--- src/rtl/modbus_rtu_frame_ctrl.sv ---
// modbus_rtu_frame_ctrl
// MODBUS RTU framing between the UART byte stream and the protocol engine.
// RX: hunts for t3.5 silence, delimits frames by silence, checks CRC-16 and
//     flags inter-character (t1.5), overflow and short-frame errors.
// TX: waits for t3.5 silence, streams a PDU from the frame buffer, appends
//     CRC-16 (low byte first) and holds off until t3.5 post-silence.
// Ports:
//   clk, rst                 clock, synchronous active-high reset
//   rx_data/rx_valid         byte strobe from UART receiver
//   tx_data/tx_valid/tx_ready byte handshake to UART transmitter
//   rx_byte/rx_byte_valid    accepted frame bytes, rx_sof on the first
//   rx_eof/rx_crc_ok/rx_err  end-of-frame pulse with status
//   frm_tx_req/frm_tx_len    transmit request and PDU length (without CRC)
//   frm_rd_addr/frm_rd_data  frame buffer read port (1-cycle read latency)
//   frm_tx_done              transmit complete pulse
//   busy                     transmitter not idle
module modbus_rtu_frame_ctrl #(
  parameter int CLK_FREQ  = 50_000_000,
  parameter int BAUD_RATE = 9600,
  parameter int MAX_LEN   = 256
) (
  input  logic       clk,
  input  logic       rst,
  input  logic [7:0] rx_data,
  input  logic       rx_valid,
  output logic [7:0] tx_data,
  output logic       tx_valid,
  input  logic       tx_ready,
  output logic [7:0] rx_byte,
  output logic       rx_byte_valid,
  output logic       rx_sof,
  output logic       rx_eof,
  output logic       rx_crc_ok,
  output logic       rx_err,
  input  logic       frm_tx_req,
  input  logic [8:0] frm_tx_len,
  output logic [7:0] frm_rd_addr,
  input  logic [7:0] frm_rd_data,
  output logic       frm_tx_done,
  output logic       busy
);

  localparam int BIT_CLKS = CLK_FREQ / BAUD_RATE;
  localparam int US_CLKS  = CLK_FREQ / 1_000_000;
  localparam int T15 = (BAUD_RATE <= 19200) ? BIT_CLKS * 33 / 2 : US_CLKS * 750;
  localparam int T35 = (BAUD_RATE <= 19200) ? BIT_CLKS * 77 / 2 : US_CLKS * 1750;
  localparam int CNT_W = $clog2(T35 + 1);
  localparam int LEN_W = $clog2(MAX_LEN + 1);
  localparam logic [CNT_W-1:0] T15_C = CNT_W'(T15);
  localparam logic [CNT_W-1:0] T35_C = CNT_W'(T35);
  localparam logic [LEN_W-1:0] MAX_C = LEN_W'(MAX_LEN);

  typedef enum logic [1:0] {RX_HUNT, RX_IDLE, RX_RECV} rx_state_t;
  typedef enum logic [2:0] {TX_IDLE, TX_WAIT, TX_FETCH, TX_SEND,
                            TX_CRC_LO, TX_CRC_HI, TX_GAP} tx_state_t;

  function automatic logic [15:0] crc16_step(input logic [15:0] crc, input logic [7:0] d);
    logic [15:0] c;
    c = crc ^ {8'h00, d};
    for (int unsigned i = 0; i < 8; i++)
      c = c[0] ? ((c >> 1) ^ 16'hA001) : (c >> 1);
    return c;
  endfunction

  rx_state_t        rx_state, rx_state_d;
  tx_state_t        tx_state, tx_state_d;
  logic [CNT_W-1:0] gap_cnt;
  logic [15:0]      rx_crc, rx_crc_d, tx_crc, tx_crc_d, tx_crc_upd;
  logic [LEN_W-1:0] rx_len, rx_len_d;
  logic             rx_ferr, rx_ferr_d;
  logic [7:0]       rx_byte_d, tx_data_d, frm_rd_addr_d;
  logic             rx_byte_valid_d, rx_sof_d, rx_eof_d, rx_crc_ok_d, rx_err_d;
  logic             tx_valid_d, frm_tx_done_d, fetch_ph, fetch_ph_d;
  logic [8:0]       tx_len, tx_len_d;
  logic             line_idle, tx_hs, rx_take;

  assign line_idle = (gap_cnt == T35_C);
  assign tx_hs     = tx_valid & tx_ready;
  assign busy      = (tx_state != TX_IDLE);
  assign rx_take   = rx_valid & ~busy;

  // Line silence counter, shared by RX delimiting and TX pacing.
  always_ff @(posedge clk) begin
    if (rst)                  gap_cnt <= '0;
    else if (rx_valid | tx_hs) gap_cnt <= '0;
    else if (!line_idle)      gap_cnt <= gap_cnt + CNT_W'(1);
  end

  always_ff @(posedge clk) begin
    if (rst) begin
      rx_state <= RX_HUNT;   tx_state <= TX_IDLE;
      rx_crc <= '1;          tx_crc <= '1;
      rx_len <= '0;          rx_ferr <= 1'b0;
      rx_byte <= '0;         rx_byte_valid <= 1'b0;
      rx_sof <= 1'b0;        rx_eof <= 1'b0;
      rx_crc_ok <= 1'b0;     rx_err <= 1'b0;
      tx_data <= '0;         tx_valid <= 1'b0;
      frm_rd_addr <= '0;     frm_tx_done <= 1'b0;
      tx_len <= '0;          fetch_ph <= 1'b0;
    end else begin
      rx_state <= rx_state_d; tx_state <= tx_state_d;
      rx_crc <= rx_crc_d;     tx_crc <= tx_crc_d;
      rx_len <= rx_len_d;     rx_ferr <= rx_ferr_d;
      rx_byte <= rx_byte_d;   rx_byte_valid <= rx_byte_valid_d;
      rx_sof <= rx_sof_d;     rx_eof <= rx_eof_d;
      rx_crc_ok <= rx_crc_ok_d; rx_err <= rx_err_d;
      tx_data <= tx_data_d;   tx_valid <= tx_valid_d;
      frm_rd_addr <= frm_rd_addr_d; frm_tx_done <= frm_tx_done_d;
      tx_len <= tx_len_d;     fetch_ph <= fetch_ph_d;
    end
  end

  always_comb begin
    rx_state_d      = rx_state;
    rx_crc_d        = rx_crc;
    rx_len_d        = rx_len;
    rx_ferr_d       = rx_ferr;
    rx_byte_d       = rx_byte;
    rx_byte_valid_d = 1'b0;
    rx_sof_d        = 1'b0;
    rx_eof_d        = 1'b0;
    rx_crc_ok_d     = 1'b0;
    rx_err_d        = 1'b0;
    unique case (rx_state)
      RX_HUNT: if (line_idle) rx_state_d = RX_IDLE;
      RX_IDLE: if (rx_take) begin
        rx_byte_d       = rx_data;
        rx_byte_valid_d = 1'b1;
        rx_sof_d        = 1'b1;
        rx_crc_d        = crc16_step(16'hFFFF, rx_data);
        rx_len_d        = LEN_W'(1);
        rx_ferr_d       = 1'b0;
        rx_state_d      = RX_RECV;
      end
      RX_RECV: begin
        // A byte landing on the same cycle the counter hits t3.5 wins over EOF.
        if (rx_valid) begin
          if (!busy) begin
            if (gap_cnt > T15_C) rx_ferr_d = 1'b1;
            if (rx_len < MAX_C) begin
              rx_byte_d       = rx_data;
              rx_byte_valid_d = 1'b1;
              rx_crc_d        = crc16_step(rx_crc, rx_data);
              rx_len_d        = rx_len + LEN_W'(1);
              if (rx_len_d == MAX_C) rx_ferr_d = 1'b1;
            end
          end
        end else if (line_idle) begin
          rx_eof_d    = 1'b1;
          rx_crc_ok_d = (rx_crc == 16'h0000) && (rx_len >= LEN_W'(4));
          rx_err_d    = rx_ferr || (rx_len < LEN_W'(4));
          rx_state_d  = RX_IDLE;
        end
      end
      default: rx_state_d = RX_HUNT;
    endcase
  end

  always_comb begin
    tx_state_d     = tx_state;
    tx_crc_d       = tx_crc;
    tx_len_d       = tx_len;
    tx_data_d      = tx_data;
    tx_valid_d     = tx_valid;
    frm_rd_addr_d  = frm_rd_addr;
    fetch_ph_d     = fetch_ph;
    frm_tx_done_d  = 1'b0;
    tx_crc_upd     = crc16_step(tx_crc, tx_data);
    unique case (tx_state)
      TX_IDLE: if (frm_tx_req && frm_tx_len != '0 && frm_tx_len <= 9'(MAX_LEN - 2)) begin
        tx_len_d   = frm_tx_len;
        tx_crc_d   = 16'hFFFF;
        tx_state_d = TX_WAIT;
      end
      TX_WAIT: if (line_idle && rx_state != RX_RECV) begin
        frm_rd_addr_d = '0;
        fetch_ph_d    = 1'b0;
        tx_state_d    = TX_FETCH;
      end
      // First cycle presents the address to the buffer, second captures its data.
      TX_FETCH: if (!fetch_ph) begin
        fetch_ph_d = 1'b1;
      end else begin
        fetch_ph_d = 1'b0;
        tx_data_d  = frm_rd_data;
        tx_valid_d = 1'b1;
        tx_state_d = TX_SEND;
      end
      TX_SEND: if (tx_ready) begin
        tx_crc_d      = tx_crc_upd;
        frm_rd_addr_d = frm_rd_addr + 8'd1;
        if (({1'b0, frm_rd_addr} + 9'd1) < tx_len) begin
          tx_valid_d = 1'b0;
          tx_state_d = TX_FETCH;
        end else begin
          tx_data_d  = tx_crc_upd[7:0];
          tx_state_d = TX_CRC_LO;
        end
      end
      TX_CRC_LO: if (tx_ready) begin
        tx_data_d  = tx_crc[15:8];
        tx_state_d = TX_CRC_HI;
      end
      TX_CRC_HI: if (tx_ready) begin
        tx_valid_d = 1'b0;
        tx_state_d = TX_GAP;
      end
      TX_GAP: if (line_idle) begin
        frm_tx_done_d = 1'b1;
        tx_state_d    = TX_IDLE;
      end
      default: tx_state_d = TX_IDLE;
    endcase
  end

endmodule

--- config.mk ---
export PLATFORM = sky130hd
export DESIGN_NAME = modbus_rtu_frame_ctrl
export DESIGN_NICKNAME = d
export VERILOG_FILES = /design/src/rtl/modbus_rtu_frame_ctrl.sv
export SDC_FILE = /design/constraint.sdc
export NUM_CORES = 1
export LEC_CHECK = 0
export ABC_CLOCK_PERIOD_IN_PS = 4150
export CAP_MARGIN = 5
export CORE_ASPECT_RATIO = 0.7
export CORE_MARGIN = 2
export CORE_UTILIZATION = 60
export DETAILED_ROUTE_END_ITERATION = 6
export PLACE_DENSITY = 0.91
export SKIP_CTS_REPAIR_TIMING = 1
export SLEW_MARGIN = 20
export SYNTH_ARGS = -nofsm -noshare
export SYNTH_HDL_FRONTEND = slang
export SYNTH_SLANG_ARGS = --single-unit
export TNS_END_PERCENT = 100
--- constraint.sdc ---
create_clock -name clk -period 4.15 [get_ports clk]
set_input_delay 0.83 -clock clk [delete_from_list [all_inputs] [get_ports clk]]
set_output_delay 0.83 -clock clk [all_outputs]
set_load 0.05 [all_outputs]
==> key figures, run 1 <==
Outcome
  – Outcome: finished, final reports clean

STA
  – Tightest Pin Transition: 980.4 ps
  – Tcrit/Tclk final: 74.81%
  – Hold Fails Final Rpt: 0
  – RSZ-0062 raised after global routing: no
  – Fmax achieved: 322.1 MHz
  – Fin Setup TNS: 0 ps
  – Slew headroom: 34.48%
  – Final setup viols: 0
  – Final slew viol count: 0
  – Clk_skew: 6.710 ps
  – Tmin final: 3105 ps

Routing
  – Wire per inst: 16.28 um
  – Total Wirelength: 13790 um
  – Drt pass-1 iters: 6
  – Vias per cell: 6.052
  – DRC errors left: 0
  – Remaining antenna violation count: 0
  – Drt first-iter violations: 724
  – Routed vias: 5126

Worst setup path
  – Critical Path Start: tx_state[2]
  – Worst setup SP type: flip-flop
  – CP endpoint: busy
  – CP arrival: 2270 ps
  – Worst-case reg-to-reg path depth: 8
  – RR Endpoint: frm_rd_addr[5]
  – R2r setup slk: 1180 ps
  – Req. time, crit path: 3320 ps
  – Element type at the critical path end: primary output
  – Critical setup path kind: flip-flop to primary output
  – RR Startpoint: gap_cnt[0]
  – Worst-path fanout max: 18

GRT
  – Global-route wire length before repair: 22430 um
  – Initial antenna violation count: 0
  – Vias in the first global route: 4622
  – GRT Total Usage: 27.50%
  – Gr ovfl total: 0
  – Largest net degree at the start of global routing: 46

Cells and area
  – Final core utilization: 71.97%
  – Most common cell after layout, fill and taps aside: dfxtp_1
  – Nets: 765
  – Highest-count cells in the layout ignoring fill and taps: 106 x dfxtp_1, 95 x nor2_1, 64 x nand2_1
  – Final std cell area, no fill: 6529 um^2
  – # diodes: 0
  – Number of fill cells in the layout: 675
  – Non-Filler Instances: 847
  – Share of cells above drive strength 1: 3.596%
  – Synth-to-Final Area Change: 16.84%

Logic synthesis
  – Post-synthesis sequential element count: 106
  – Compound-Gate Fraction of Synth Area: 15.11%
  – Yosys warns: 0
  – Mux cell area share after synthesis: 2.709%
  – Ys flop type: dfxtp_1
  – Adder-cell share of the synthesized area: 3.583%
  – Post-synth ARST share: 0%
  – Post-synth EDFFs: 0
  – Synth Instances: 679
  – Synth unique cells: 57
  – Synth top area share: 37.98%
  – Simple-gate portion of the synthesized area: 23.15%
  – Sequential fraction of the synthesis area: 37.98%
  – Syn nets: 725
  – Area leader, netlist: dfxtp_1
  – Synth Area per Inst: 8.230 um^2
  – Post-synthesis cell area: 5588 um^2
  – Top cells by area, synth: dfxtp_1 38%, xnor2_1 7.4%, nor2_1 6.4%, a21oi_1 4.7%, xor2_1 4.4%
  – Largest family of logic cells by synthesized area: simple AND/OR/NAND/NOR gates
  – Post-Synth XOR/XNOR Area: 13.39%

Placed design
  – Dpl cells: 832
  – RePlAce Congestion: 0.8544
  – Post-DP HPWL: 9619 um
  – Placed Instance Area: 6241 um^2
  – Port-buffer cells: 61

Die
  – Die area: 10110 um^2
  – Rows: 29
  – Die W: 119.3 um
  – Die Span Y: 84.74 um
  – I/O pin count: 62
  – Core area: 9071 um^2
  – Initial Utilization: 61.60%

Flow run
  – Max-Cap Viols: 0

Clock network
  – H-tree lvl count: 3
  – Clock Pin Slew Worst Setup and Hold Paths: 70 ps
  – CTS Buffer Depth: 2
  – CTS tree: yes
  – Clock sinks: 106
  – CTS Buf Count: 9
  – Clock Latency Late Sink: 350 ps
  – Root buf cell: clkbuf_16

Power and ir drop
  – Leak: 2.368 nW
  – Pwr per Cell Area: 378.8 nW/um^2
  – Peak VDD IR: 0.2356 mV

Worst hold path
  – Hold Path Class: flip-flop to flip-flop
## routing by layer
| metal | share of wire [%] | vias to the layer above | track usage [%] |
|---|---|---|---|
| li1 | - | 2438 | - |
| met1 | 43 | 2416 | 36.63 |
| met2 | 47 | 242 | 44.78 |
| met3 | 8.1 | 30 | 6.522 |
| met4 | 1.6 | 0 | 8.235 |
| met5 | 0 | - | 0 |
## power breakdown
part / internal [mW] / leakage [nW] / total, mW / switching, mW
logic: 0.227 / 1.38 / 0.539 / 0.312
registers: 1.05 / 0.857 / 1.09 / 0.0403
clock network: 0.482 / 0.136 / 0.846 / 0.364
total: 1.76 / 2.37 / 2.47 / 0.716
## stage by stage
stage,setup slack (ps),hold slack [ps],power [mW]
final,1045,460.5,2.473
after global routing,964.5,484.7,2.570
after CTS,1069,464.8,2.475
after detailed placement,898.4,450.1,1.634
after global placement,1030,444.3,1.611
after floorplan,1154,430.3,1.498
## cell families after synthesis
logic type      count (synthesis)
simple gates                  269
xor+xnor                       79
flops                         106
fa+ha+maj                      16
mux                            15
compound gates                135
buf+inv                        59
## how the worst min path moves through the flow
stage | start | end | slack (ps) | cells after the start
2_1_floorplan | tx_len[8] | tx_len[8] | 430 | 2
3_3_place_gp | rx_byte[0] | rx_byte[0] | 440 | 2
3_5_place_dp | rx_byte[1] | rx_byte[1] | 450 | 2
4_1_cts | rx_byte[5] | rx_byte[5] | 460 | 2
5_1_grt | rx_byte[3] | rx_byte[3] | 480 | 2
6_report | rx_byte[5] | rx_byte[5] | 460 | 2
## synthesized netlist by cell type (2+ instances only)
cell type    n
a311oi_1     3
o21ai_0     24
or4_1        3
a211o_1      9
inv_1       22
nor3_1      18
nor4_1      10
dfxtp_1    106
or3_1        6
nor2b_1      2
nand2b_1    12
and2_1       2
nand4_1     11
xor2_1      28
ha_1        16
a22oi_1      3
nand2_1     64
nand4b_1     2
a21o_1       2
nand3_1     18
o22ai_1      7
a31oi_1      5
nor3b_1      2
xnor3_1      3
clkbuf_1    31
xnor2_1     47
buf_2        5
a211oi_1     9
and3_1       9
nor2_1      95
mux2i_1     14
a21oi_1     52
o211ai_1     6
nand3b_1     8
o21a_1       3
## registers in the layout, indices dropped and copies added (netlist names), 2 cells and up
register	cells
frm_rd_addr	8
gap_cnt	18
rx_byte	8
rx_crc	16
rx_len	9
rx_state	2
tx_crc	16
tx_data	8
tx_len	9
tx_state	3
## cell type report
cell class              instances  area (um^2)  area share, %
inverters                      22        82.58          1.265
repair buffers                 66        643.1          9.851
clock inverters                 2        37.54         0.5749
multi-input cells             514         3238          49.60
clock buffers                  13        250.2          3.833
well taps                     124        155.1          2.376
flip-flops and latches        106         2122          32.50
## critical path, stage by stage (launching register included)
cell and delay (ps):
dfxtp_1 660, or3_1 390, clkdlybuf4s50_1 870
Power figures use the tool's default switching activity.
==> inputs of run 2 (changes only) <==
Settings changed: ABC_CLOCK_PERIOD_IN_PS 4150 to 2800, CORE_UTILIZATION 60 to 51, PLACE_DENSITY 0.91 to 0.83.
Clock period 4.15 ns to 2.8 ns, I/O delays scaled along.
==> key figures, run 2 (synthesis gave the netlist of run 1 again) <==
GRT
  – Initial antenna violation count: 0
  – Vias in the first global route: 4645
  – Largest net degree at the start of global routing: 33
  – GRT Total Usage: 23.18%
  – Global-route wire length before repair: 22260 um
  – Gr ovfl total: 0

Worst setup path
  – CP peak stage delay: 340 ps
  – CP Depth: 12
  – Worst setup SP type: flip-flop
  – Worst-case reg-to-reg path depth: 12
  – Worst-path fanout max: 15
  – Crit path max-delay cell type: dfxtp_2
  – WP buf/inv: 1
  – Req. time, crit path: 3060 ps
  – CP arrival: 2890 ps
  – CP Cell Sequence: ha_1 -> and3_1 -> and3_2 -> and3_1 -> ha_1 -> o21ai_0 -> nand2b_1 -> o211ai_1 -> o21ai_1 -> buf_6 -> nor2_1 -> a311oi_1
  – Element type at the critical path end: flip-flop
  – CP top delay family: simple AND/OR/NAND/NOR gates
  – Critical setup path kind: flip-flop to flip-flop

Power and ir drop
  – Leak: 2.491 nW
  – Comb pwr share: 23.2%
  – Overall power: 3.738 mW
  – Clock network fraction of total power: 34.4%
  – P_sw: 1.086 mW
  – Power Internal: 2.652 mW
  – Reg power frac: 42.4%
  – Switching portion of total power: 29.06%
  – Pwr per Cell Area: 553.6 nW/um^2
  – Peak VDD IR: 0.3663 mV

Cells and area
  – # diodes: 0
  – Nets: 786
  – Highest-count cells in the layout ignoring fill and taps: 103 x dfxtp_1, 95 x nor2_1, 64 x nand2_1
  – Register name with the most flops: gap_cnt
  – Largest register FFs: 18
  – Synth-to-Final Area Change: 20.85%
  – Share of cells above drive strength 1: 7.651%
  – Final std cell area, no fill: 6753 um^2
  – Most common cell after layout, fill and taps aside: dfxtp_1
  – Biggest regs: gap_cnt (18), rx_crc (16), tx_crc (16)

Die
  – Core area: 10510 um^2
  – I/O pin count: 62
  – Die W: 129.1 um
  – Initial Utilization: 53.16%
  – Die Span Y: 91.58 um
  – Die area: 11820 um^2
  – Rows: 31

Routing
  – Drt first-iter violations: 477
  – Remaining antenna violation count: 0
  – Wire per inst: 14.87 um
  – DRC errors left: 0
  – Drt pass-1 iters: 5
  – Routed vias: 4959
  – Total Wirelength: 13280 um
  – Vias per cell: 5.553

STA
  – Final setup viols: 0
  – Hold Fails Final Rpt: 0
  – Slew headroom: 58.88%
  – Clk_skew: 8.606 ps
  – WHS: 457.5 ps
  – Final worst slack: 166.1 ps
  – Fmax achieved: 379.7 MHz
  – Fin Setup TNS: 0 ps
  – Tcrit/Tclk final: 94.07%
  – Tightest Pin Transition: 616.8 ps
  – Tmin final: 2634 ps
  – Final slew viol count: 0

Placed design
  – Post-DP HPWL: 9739 um
  – Port-buffer cells: 61
  – DP Worst Slack: 123.9 ps
  – Placed Instance Area: 6432 um^2
  – RePlAce Congestion: 0.9008

Clock network
  – CTS Buf Count: 9
  – Clock Pin Slew Worst Setup and Hold Paths: 70 ps
  – Clock sinks: 106
  – H-tree lvl count: 3
  – Root buf cell: clkbuf_16
  – CTS Buffer Depth: 2
  – Clock Latency Late Sink: 350 ps
  – CTS tree: yes

Outcome
  – Outcome: finished, final reports clean

Worst hold path
  – Cells on Worst Hold Path: 2
  – Hold Path Class: flip-flop to flip-flop

Flow run
  – Max-Cap Viols: 0
==> run 2: changes by cell type in the layout (fill, tap and decap cells not counted), moves of 2 or more <==
cell	previous run	this run
buf_4	5	25
clkbuf_1	3	0
dfxtp_1	106	103
dfxtp_2	0	3
clkinv_2	0	2
==> run 2: metrics by stage <==
stage	utilization [%]	instances
after floorplan	-	679
final	64.24	893
after CTS	64.08	893
after global placement	61.20	877
after detailed placement	61.20	877
after global routing	64.24	893
==> run 2: worst paths after layout <==
check / from / end / slack [ps]
setup / recovery: frm_rd_addr[0] / tx_data[0] / 170
hold / removal: rx_byte[7] / rx_byte[7] / 460
setup reg to reg: frm_rd_addr[0] / tx_data[0] / 170
hold reg to reg: rx_byte[7] / rx_byte[7] / 460
==> run 2: layout make-up <==
| cell class | count | area (um^2) |
|---|---|---|
| Multi-Input combinational cell | 514 | 3252 |
| Timing Repair Buffer | 87 | 804.5 |
| Fill cell | 857 | 3759 |
| Clock buffer | 10 | 239.0 |
| Inverter | 22 | 82.58 |
| Tap cell | 148 | 185.2 |
| Sequential cell | 106 | 2126 |
| Clock inverter | 6 | 63.81 |
==> run 2: power by group through the flow <==
stage               logic (mW)  clock network [mW]  registers [mW]
detailed placement       0.851                   0            1.62
floorplan                0.563                   0            1.66
global placement         0.833                   0            1.62
CTS                      0.858                1.30            1.58
global route             0.938                1.37            1.59
finish                   0.866                1.29            1.58
==> run 2: per-layer routing <==
metal / vias to the layer above / part of all wire [%] / global-route usage (%) / wire [um]
met2: 162 / 44 / 34.69 / 5863
met3: 13 / 6.7 / 5.893 / 891
li1: 2482 / - / - / -
met1: 2302 / 48 / 33.44 / 6395
met4: 0 / 0.97 / 5.163 / 129
met5: - / 0 / 0 / 0
==> run 2: worst reg2reg max path, stage by stage, from the launching register on <==
cell and delay, ps:
dfxtp_2 340, ha_1 240, and3_1 240, and3_2 250, and3_1 190, ha_1 260
o21ai_0 80, nand2b_1 80, o211ai_1 130, o21ai_1 190, buf_6 190, nor2_1 60
a311oi_1 260
